File: config.mk
export PLATFORM = sky130hd
export DESIGN_NAME = mult_div_unit_flat
export DESIGN_NICKNAME = d
export VERILOG_FILES = /design/src/rtl/mdu_pkg.sv /design/src/rtl/mult_div_unit_if.sv /design/src/rtl/mdu_sign_fix.sv /design/src/rtl/mult_div_unit.sv /design/src/flat_wrapper.sv
export SDC_FILE = /design/constraint.sdc
export NUM_CORES = 1
export LEC_CHECK = 0
export CORE_MARGIN = 2
export CORE_UTILIZATION = 40
export CTS_BUF_LIST = sky130_fd_sc_hd__clkbuf_4
export CTS_CLUSTER_DIAMETER = 120
export CTS_CLUSTER_SIZE = 14
export DETAILED_ROUTE_END_ITERATION = 12
export GPL_TIMING_DRIVEN = 0
export PLACE_DENSITY = 0.6
export SLEW_MARGIN = 40
export SYNTH_ARGS = -nofsm -noshare
export SYNTH_HDL_FRONTEND = slang
export SYNTH_SLANG_ARGS = --single-unit
File: constraint.sdc
create_clock -name CLK -period 10.1 [get_ports CLK]
set_input_delay 1.01 -clock CLK [delete_from_list [all_inputs] [get_ports CLK]]
set_output_delay 1.01 -clock CLK [all_outputs]
set_load 0.05 [all_outputs]
File: src/rtl/mdu_pkg.sv
// Shared constants and types for the iterative multiply/divide unit.
package mdu_pkg;

    localparam int MDU_WIDTH = 32;

    localparam logic [1:0] OP_MULT  = 2'b00;
    localparam logic [1:0] OP_MULTU = 2'b01;
    localparam logic [1:0] OP_DIV   = 2'b10;
    localparam logic [1:0] OP_DIVU  = 2'b11;

    typedef enum logic [1:0] {
        IDLE,
        CALC,
        FIX
    } mdu_state_e;

endpackage

File: src/rtl/mult_div_unit_if.sv
// Core <-> multiply/divide unit bus: operation launch, MTHI/MTLO writes and HI/LO results.
interface mult_div_unit_if import mdu_pkg::*; #(
    parameter int WIDTH = MDU_WIDTH
);
    logic             START;
    logic [1:0]       OP;
    logic [WIDTH-1:0] SRC_A;
    logic [WIDTH-1:0] SRC_B;
    logic             HI_WE;
    logic             LO_WE;
    logic             BUSY;
    logic             DONE;
    logic [WIDTH-1:0] HI;
    logic [WIDTH-1:0] LO;

    modport master (
        output START, OP, SRC_A, SRC_B, HI_WE, LO_WE,
        input  BUSY, DONE, HI, LO
    );

    modport slave (
        input  START, OP, SRC_A, SRC_B, HI_WE, LO_WE,
        output BUSY, DONE, HI, LO
    );
endinterface

File: src/rtl/mdu_sign_fix.sv
// Combinational sign handling: operand magnitudes at launch and the final
// negation of product, quotient or remainder.
module mdu_sign_fix import mdu_pkg::*; #(
    parameter int WIDTH = MDU_WIDTH
) (
    input  logic             is_signed,
    input  logic [WIDTH-1:0] src_a,
    input  logic [WIDTH-1:0] src_b,
    output logic [WIDTH-1:0] abs_a,
    output logic [WIDTH-1:0] abs_b,
    input  logic             is_div,
    input  logic             neg_q,
    input  logic             neg_r,
    input  logic [WIDTH-1:0] hi_raw,
    input  logic [WIDTH-1:0] lo_raw,
    output logic [WIDTH-1:0] hi_fix,
    output logic [WIDTH-1:0] lo_fix
);
    logic [2*WIDTH-1:0] prod;
    logic [2*WIDTH-1:0] prod_neg;

    assign abs_a    = (is_signed && src_a[WIDTH-1]) ? -src_a : src_a;
    assign abs_b    = (is_signed && src_b[WIDTH-1]) ? -src_b : src_b;
    assign prod     = {hi_raw, lo_raw};
    assign prod_neg = -prod;

    // A product is negated as one 2*WIDTH value; quotient and remainder independently.
    always_comb begin
        hi_fix = hi_raw;
        lo_fix = lo_raw;
        if (is_div) begin
            if (neg_q) lo_fix = -lo_raw;
            if (neg_r) hi_fix = -hi_raw;
        end else if (neg_q) begin
            hi_fix = prod_neg[2*WIDTH-1:WIDTH];
            lo_fix = prod_neg[WIDTH-1:0];
        end
    end
endmodule

File: src/rtl/mult_div_unit.sv
// Radix-2 iterative multiply/divide unit with HI/LO result registers.
// Divide support is compiled only when MDU_DIV_EN is defined.
module mult_div_unit import mdu_pkg::*; #(
    parameter int WIDTH    = MDU_WIDTH,
    parameter int CNT_BITS = 5
) (
    input  logic           CLK,
    input  logic           RST,
    mult_div_unit_if.slave bus
);
    localparam logic [CNT_BITS-1:0] CNT_LAST = CNT_BITS'(WIDTH - 1);

    mdu_state_e          state;
    logic [CNT_BITS-1:0] cnt;
    logic [WIDTH-1:0]    acc;
    logic [WIDTH-1:0]    ql;
    logic [WIDTH-1:0]    opb;
    logic [WIDTH-1:0]    hi_q;
    logic [WIDTH-1:0]    lo_q;
    logic                busy_q;
    logic                done_q;
    logic                is_div;
    logic                neg_q;
    logic                neg_r;

    logic                op_signed;
    logic                op_div;
    logic                launch;
    logic                b_zero;
    logic [WIDTH-1:0]    abs_a;
    logic [WIDTH-1:0]    abs_b;
    logic [WIDTH-1:0]    hi_fix;
    logic [WIDTH-1:0]    lo_fix;
    logic [WIDTH:0]      mul_sum;

    assign op_signed = ~bus.OP[0];
    assign b_zero    = (bus.SRC_B == '0);

`ifdef MDU_DIV_EN
    logic [WIDTH:0] div_shift;
    logic [WIDTH:0] div_diff;

    assign op_div    = bus.OP[1];
    assign launch    = bus.START;
    assign div_shift = {acc, ql[WIDTH-1]};
    assign div_diff  = div_shift - {1'b0, opb};
`else
    assign op_div    = 1'b0;
    assign launch    = bus.START & ~bus.OP[1];
`endif

    assign mul_sum = {1'b0, acc} + {1'b0, (ql[0] ? opb : '0)};

    mdu_sign_fix #(.WIDTH(WIDTH)) u_sign_fix (
        .is_signed (op_signed),
        .src_a     (bus.SRC_A),
        .src_b     (bus.SRC_B),
        .abs_a     (abs_a),
        .abs_b     (abs_b),
        .is_div    (is_div),
        .neg_q     (neg_q),
        .neg_r     (neg_r),
        .hi_raw    (acc),
        .lo_raw    (ql),
        .hi_fix    (hi_fix),
        .lo_fix    (lo_fix)
    );

    // A zero divisor leaves an all-ones quotient and |A| as remainder; skipping only
    // the quotient negation lets the remainder sign fix restore the original A.
    always_ff @(posedge CLK or negedge RST) begin
        if (!RST) begin
            state  <= IDLE;
            cnt    <= '0;
            acc    <= '0;
            ql     <= '0;
            opb    <= '0;
            hi_q   <= '0;
            lo_q   <= '0;
            busy_q <= 1'b0;
            done_q <= 1'b0;
            is_div <= 1'b0;
            neg_q  <= 1'b0;
            neg_r  <= 1'b0;
        end else begin
            done_q <= 1'b0;
            case (state)
                IDLE: begin
                    if (launch) begin
                        is_div <= op_div;
                        neg_q  <= op_signed && (bus.SRC_A[WIDTH-1] ^ bus.SRC_B[WIDTH-1])
                                  && !(op_div && b_zero);
                        neg_r  <= op_signed && op_div && bus.SRC_A[WIDTH-1];
                        ql     <= abs_a;
                        opb    <= abs_b;
                        acc    <= '0;
                        cnt    <= CNT_LAST;
                        busy_q <= 1'b1;
                        state  <= CALC;
                    end else begin
                        if (bus.HI_WE) hi_q <= bus.SRC_A;
                        if (bus.LO_WE) lo_q <= bus.SRC_A;
                    end
                end
                CALC: begin
`ifdef MDU_DIV_EN
                    if (is_div) begin
                        acc <= div_diff[WIDTH] ? div_shift[WIDTH-1:0] : div_diff[WIDTH-1:0];
                        ql  <= {ql[WIDTH-2:0], ~div_diff[WIDTH]};
                    end else
`endif
                    begin
                        acc <= mul_sum[WIDTH:1];
                        ql  <= {mul_sum[0], ql[WIDTH-1:1]};
                    end
                    if (cnt == '0) state <= FIX;
                    else           cnt   <= cnt - CNT_BITS'(1);
                end
                FIX: begin
                    hi_q   <= hi_fix;
                    lo_q   <= lo_fix;
                    done_q <= 1'b1;
                    busy_q <= 1'b0;
                    state  <= IDLE;
                end
                default: state <= IDLE;
            endcase
        end
    end

    assign bus.BUSY = busy_q;
    assign bus.DONE = done_q;
    assign bus.HI   = hi_q;
    assign bus.LO   = lo_q;
endmodule
File: src/flat_wrapper.sv
// flat-port wrapper written by rule: the top's interface ports become plain ports
module mult_div_unit_flat import mdu_pkg::*;
#(
    parameter int WIDTH    = MDU_WIDTH,
    parameter int CNT_BITS = 5
)
  (CLK, RST, bus_START, bus_OP, bus_SRC_A, bus_SRC_B, bus_HI_WE, bus_LO_WE, bus_BUSY, bus_DONE, bus_HI, bus_LO);
  mult_div_unit_if #(.WIDTH(WIDTH)) bus_i ();
  input  logic CLK;
  input  logic RST;
  input wire logic [$bits(bus_i.START)-1:0] bus_START;
  input wire logic [$bits(bus_i.OP)-1:0] bus_OP;
  input wire logic [$bits(bus_i.SRC_A)-1:0] bus_SRC_A;
  input wire logic [$bits(bus_i.SRC_B)-1:0] bus_SRC_B;
  input wire logic [$bits(bus_i.HI_WE)-1:0] bus_HI_WE;
  input wire logic [$bits(bus_i.LO_WE)-1:0] bus_LO_WE;
  output wire logic [$bits(bus_i.BUSY)-1:0] bus_BUSY;
  output wire logic [$bits(bus_i.DONE)-1:0] bus_DONE;
  output wire logic [$bits(bus_i.HI)-1:0] bus_HI;
  output wire logic [$bits(bus_i.LO)-1:0] bus_LO;
  assign bus_i.START = bus_START;
  assign bus_i.OP = bus_OP;
  assign bus_i.SRC_A = bus_SRC_A;
  assign bus_i.SRC_B = bus_SRC_B;
  assign bus_i.HI_WE = bus_HI_WE;
  assign bus_i.LO_WE = bus_LO_WE;
  assign bus_BUSY = bus_i.BUSY;
  assign bus_DONE = bus_i.DONE;
  assign bus_HI = bus_i.HI;
  assign bus_LO = bus_i.LO;
  mult_div_unit #(.WIDTH(WIDTH), .CNT_BITS(CNT_BITS)) u_core (.CLK(CLK), .RST(RST), .bus(bus_i));
endmodule
==> impl_metrics.py <==
metrics = {
    "setup_path": {
        "critPathRequiredTime_ns": 10.58,
        "arrival_ns": 4.82,
        "cp-end-kind": "register",
        "crit_path_start_kind": "register",
        "r2r_cells": 15,
        "path_class": "register to register",
        "critical_path.max_fanout": 10,
    },
    "synthesis": {
        "async_flop_share_pct": 100.0,
        "synth_seq_area_share_pct": 37.55,
        "synth_area_mm2": 0.01133,
        "synth_mux_area_share_pct": 1.060,
        "yosys_warnings": 0,
        "synth-main-ff-cell": "dfrtp_1",
        "synth_top_area_share_pct": 37.55,
        "synth_largest_area_cell": "dfrtp_1",
        "syn_nets": 1451,
        "ys_seq_elements": 170,
        "synth_top_family_by_area": "compound AO/OA/AOI/OAI gates",
        "synth_adder_area_share_pct": 4.263,
        "synthDistinctLibCells": 62,
        "synth_xor_area_share_pct": 10.36,
        "syn_avg_cell_area_um2": 8.442,
        "synth_cells": 1342,
        "synthSimpleGateAreaFrac_pct": 19.98,
        "synth_compound_area_share_pct": 23.45,
        "synth_edf_count": 0,
        "synth.area.top_cells": "dfrtp_1 (38%), o21ai_0 (8.1%), xor2_1 (6.1%)",
    },
    "power_and_ir_drop": {
        "vdd_drop_max_uv": 91.43,
        "power_frac_clock_pct": 10.4,
        "swShare_pct": 50.82,
        "p_seq_share_pct": 32.6,
        "internal-power_mw": 2.027,
        "power_density_mw_per_mm2": 304.6,
        "combPwrFrac_pct": 57.0,
        "leakagePower_nw": 5.461,
        "power_switching_mw": 2.094,
    },
    "global_routing": {
        "grt_pass1_wl_mm": 58.57,
        "grt_pass1_vias": 10590,
        "grt_use_total_pct": 26.00,
        "grt_antenna_before_repair": 1,
        "grt_start_max_net_pins": 71,
        "overflow": 0,
    },
    "timing": {
        "hold_slack_ns": 0.2492,
        "setup_violations": 0,
        "skew_ns": 0.03991,
        "tightest_slew_ns": 0.8643,
        "fin_tns_setup_ns": 0,
        "period_needed_ns": 4.334,
        "min_period_over_period_pct": 42.91,
        "rsz0062_at_grt": "no",
        "relSlewSlack_pct": 41.85,
        "slew_violations": 0,
        "hold_viol": 0,
        "fmax_mhz": 230.7,
    },
    "route": {
        "drc_errors": 0,
        "routed_wirelength_mm": 37.81,
        "dr_total_vias": 10800,
        "viasPerCell": 5.716,
        "drtAntennaViolNets": 0,
        "wl_per_cell_um": 20.01,
        "drt_pass1_iterations": 6,
        "first_iter_violations": 973,
    },
    "die": {
        "die_height_um": 172.3,
        "die_area_mm2": 0.02969,
        "die_w_um": 172.3,
        "start_util_pct": 40.67,
        "core_mm2": 0.02786,
        "ios": 137,
        "floorplan.rows": 61,
    },
    "clocking": {
        "cts_hold_buf": 0,
        "cts_sinks": 170,
        "post_cts_buffers": 0,
        "ctsHtreeMaxLevel": 4,
        "cts_buffer_depth": 2,
        "cts_tree": "done",
        "worstSkewPairLatency_ns": 0.61,
        "clk_pin_slew_worst_paths_ns": 0.17,
        "cts_resized": 0,
        "cts-root-buf": "clkbuf_4",
        "numCtsBuffers": 17,
    },
    "min_path": {
        "min_path_type": "input port to asynchronous set/reset pin",
    },
    "cells_and_area": {
        "area_delta_synth_final_pct": 19.43,
        "drive_above_1_share_pct": 3.642,
        "final_nets": 1607,
    },
    "placement": {
        "io_buffers": 135,
        "gp_congestion": 0.9017,
        "place_hpwl_mm": 29.65,
    },
    "outcome": {
        "outcome": "finished clean",
    },
    "run": {
        "cap_violations": 0,
    },
}
==> cell families after synthesis <==
kind of cell,Yosys count
simple gates,448
compound gates,439
flops,170
xor+xnor,134
buf+inv,101
fa+ha+maj,38
mux,12
==> cells in the final DEF, fill, tap and decap left out, drive strengths merged, types with 9 or more instances in the layout <==
| master | n |
|---|---|
| nor2b | 14 |
| dfrtp | 170 |
| o21a | 9 |
| nor2 | 75 |
| xnor2 | 55 |
| a21oi | 89 |
| nand2 | 155 |
| a21o | 12 |
| nand2b | 20 |
| or3 | 15 |
| o21ai | 186 |
| xor2 | 79 |
| clkbuf | 93 |
| nor3 | 26 |
| or4 | 11 |
| a22oi | 39 |
| a222oi | 9 |
| ha | 37 |
| inv | 32 |
| o41ai | 9 |
| and2 | 32 |
| o31ai | 31 |
| mux2i | 12 |
| nor4 | 16 |
| nand3 | 45 |
| clkdlybuf4s50 | 134 |
==> layer usage <==
| layer | GRT usage [%] | vias up | part of all wire [%] |
|---|---|---|---|
| met5 | 0 | - | 0 |
| met4 | 11.11 | 0 | 3.6 |
| met3 | 3.273 | 78 | 5.1 |
| met2 | 45.66 | 354 | 49 |
| met1 | 32.13 | 5196 | 42 |
| li1 | - | 5169 | - |
==> flip-flops by register name, indices dropped and copies added (netlist names) <==
name,flops
u_core.acc,32
u_core.bus.BUSY,1
u_core.bus.DONE,1
u_core.bus.HI,32
u_core.bus.LO,32
u_core.cnt,5
u_core.neg_q,1
u_core.opb,32
u_core.ql,32
u_core.state,2
==> power groups by stage <==
stage	Combinational [mW]	Clock (mW)	Sequential [mW]
finish	2.35	0.428	1.34
global route	2.58	0.459	1.39
CTS	2.35	0.436	1.33
detailed placement	2.34	0	1.35
global placement	2.31	0	1.34
floorplan	1.22	0	1.68
==> worst max-delay path, stage by stage (launching register included) <==
cell and delay, ns:
dfrtp_1 0.35, clkbuf_1 0.49, clkbuf_1 0.49, and2_1 0.26
ha_1 0.24, inv_1 0.07, fa_1 0.40, nor2b_1 0.17
o2111ai_1 0.19, a21oi_1 0.28, o21ai_0 0.18, a21oi_1 0.30
a211oi_1 0.22, o21ai_0 0.32, xnor2_1 0.15, o21ai_0 0.09
==> cell type report <==
| class | instances | area (µm²) |
|---|---|---|
| inverters | 24 | 90.09 |
| flip-flops and latches | 170 | 4254 |
| fillers | 2779 | 14330 |
| repair buffers | 137 | 1411 |
| clock buffers | 17 | 127.6 |
| multi-input cells | 1071 | 6723 |
| plain buffers | 77 | 289.0 |
| well taps | 378 | 473.0 |
| diodes | 1 | 2.502 |
| clock inverters | 14 | 160.2 |
==> synth_stat cells (3+ instances only) <==
cell and n:
a31oi_1 7, a211oi_1 8, or4_1 10, o211ai_1 3, o21bai_1 3, nor3_1 25
xnor2_1 55, dfrtp_1 170, o21ai_0 183, nand3b_1 3, and3_1 8, ha_1 37
clkbuf_1 76, o22ai_1 8, nand2b_1 20, and2_1 32, a211o_1 3, a221oi_1 3
or3_1 14, a22oi_1 39, nor3b_1 8, a22o_1 6, o221ai_1 7, o21a_1 9
nor2_1 75, or4b_2 4, nor4_1 12, nor2b_1 14, nand2_1 155, a21o_1 12
mux2i_1 12, or2_2 3, inv_1 24, o21ai_1 3, o41ai_1 9, nand4_1 4
nand3_1 45, o31ai_1 31, a222oi_1 9, a21oi_1 89, xor2_1 79
==> per-stage QoR <==
| stage | power, mW | utilization, % | setup WS, ns | cell area, µm² | cells |
|---|---|---|---|---|---|
| 5_1_grt | 4.424 | 48.57 | 5.411 | 13530 | 1889 |
| 2_1_floorplan | 2.899 | - | 6.860 | 11330 | 1342 |
| 6_report | 4.121 | 48.57 | 5.766 | 13530 | 1889 |
| 3_5_place_dp | 3.690 | 47.49 | 5.813 | 13230 | 1857 |
| 3_3_place_gp | 3.650 | 47.22 | 0.6869 | 13150 | 1855 |
| 4_1_cts | 4.116 | 48.52 | 5.844 | 13520 | 1888 |
==> final timing paths <==
path                            slack, ns                            end                  startpoint
max in group asynchronous            9.14      u_core.acc[7]$_DFFE_PN0P_                         RST
worst min-delay path                 0.25  u_core.bus.LO[12]$_DFFE_PN0P_                         RST
min in group CLK                     0.49     u_core.opb[10]$_DFFE_PN0P_  u_core.opb[10]$_DFFE_PN0P_
worst min register to register       0.49     u_core.opb[10]$_DFFE_PN0P_  u_core.opb[10]$_DFFE_PN0P_
worst max-delay path                 5.77     u_core.acc[27]$_DFFE_PN0P_    u_core.ql[0]$_DFFE_PN0P_
worst max register to register       5.77     u_core.acc[27]$_DFFE_PN0P_    u_core.ql[0]$_DFFE_PN0P_
Note: power is estimated with default switching activity, not from simulation.
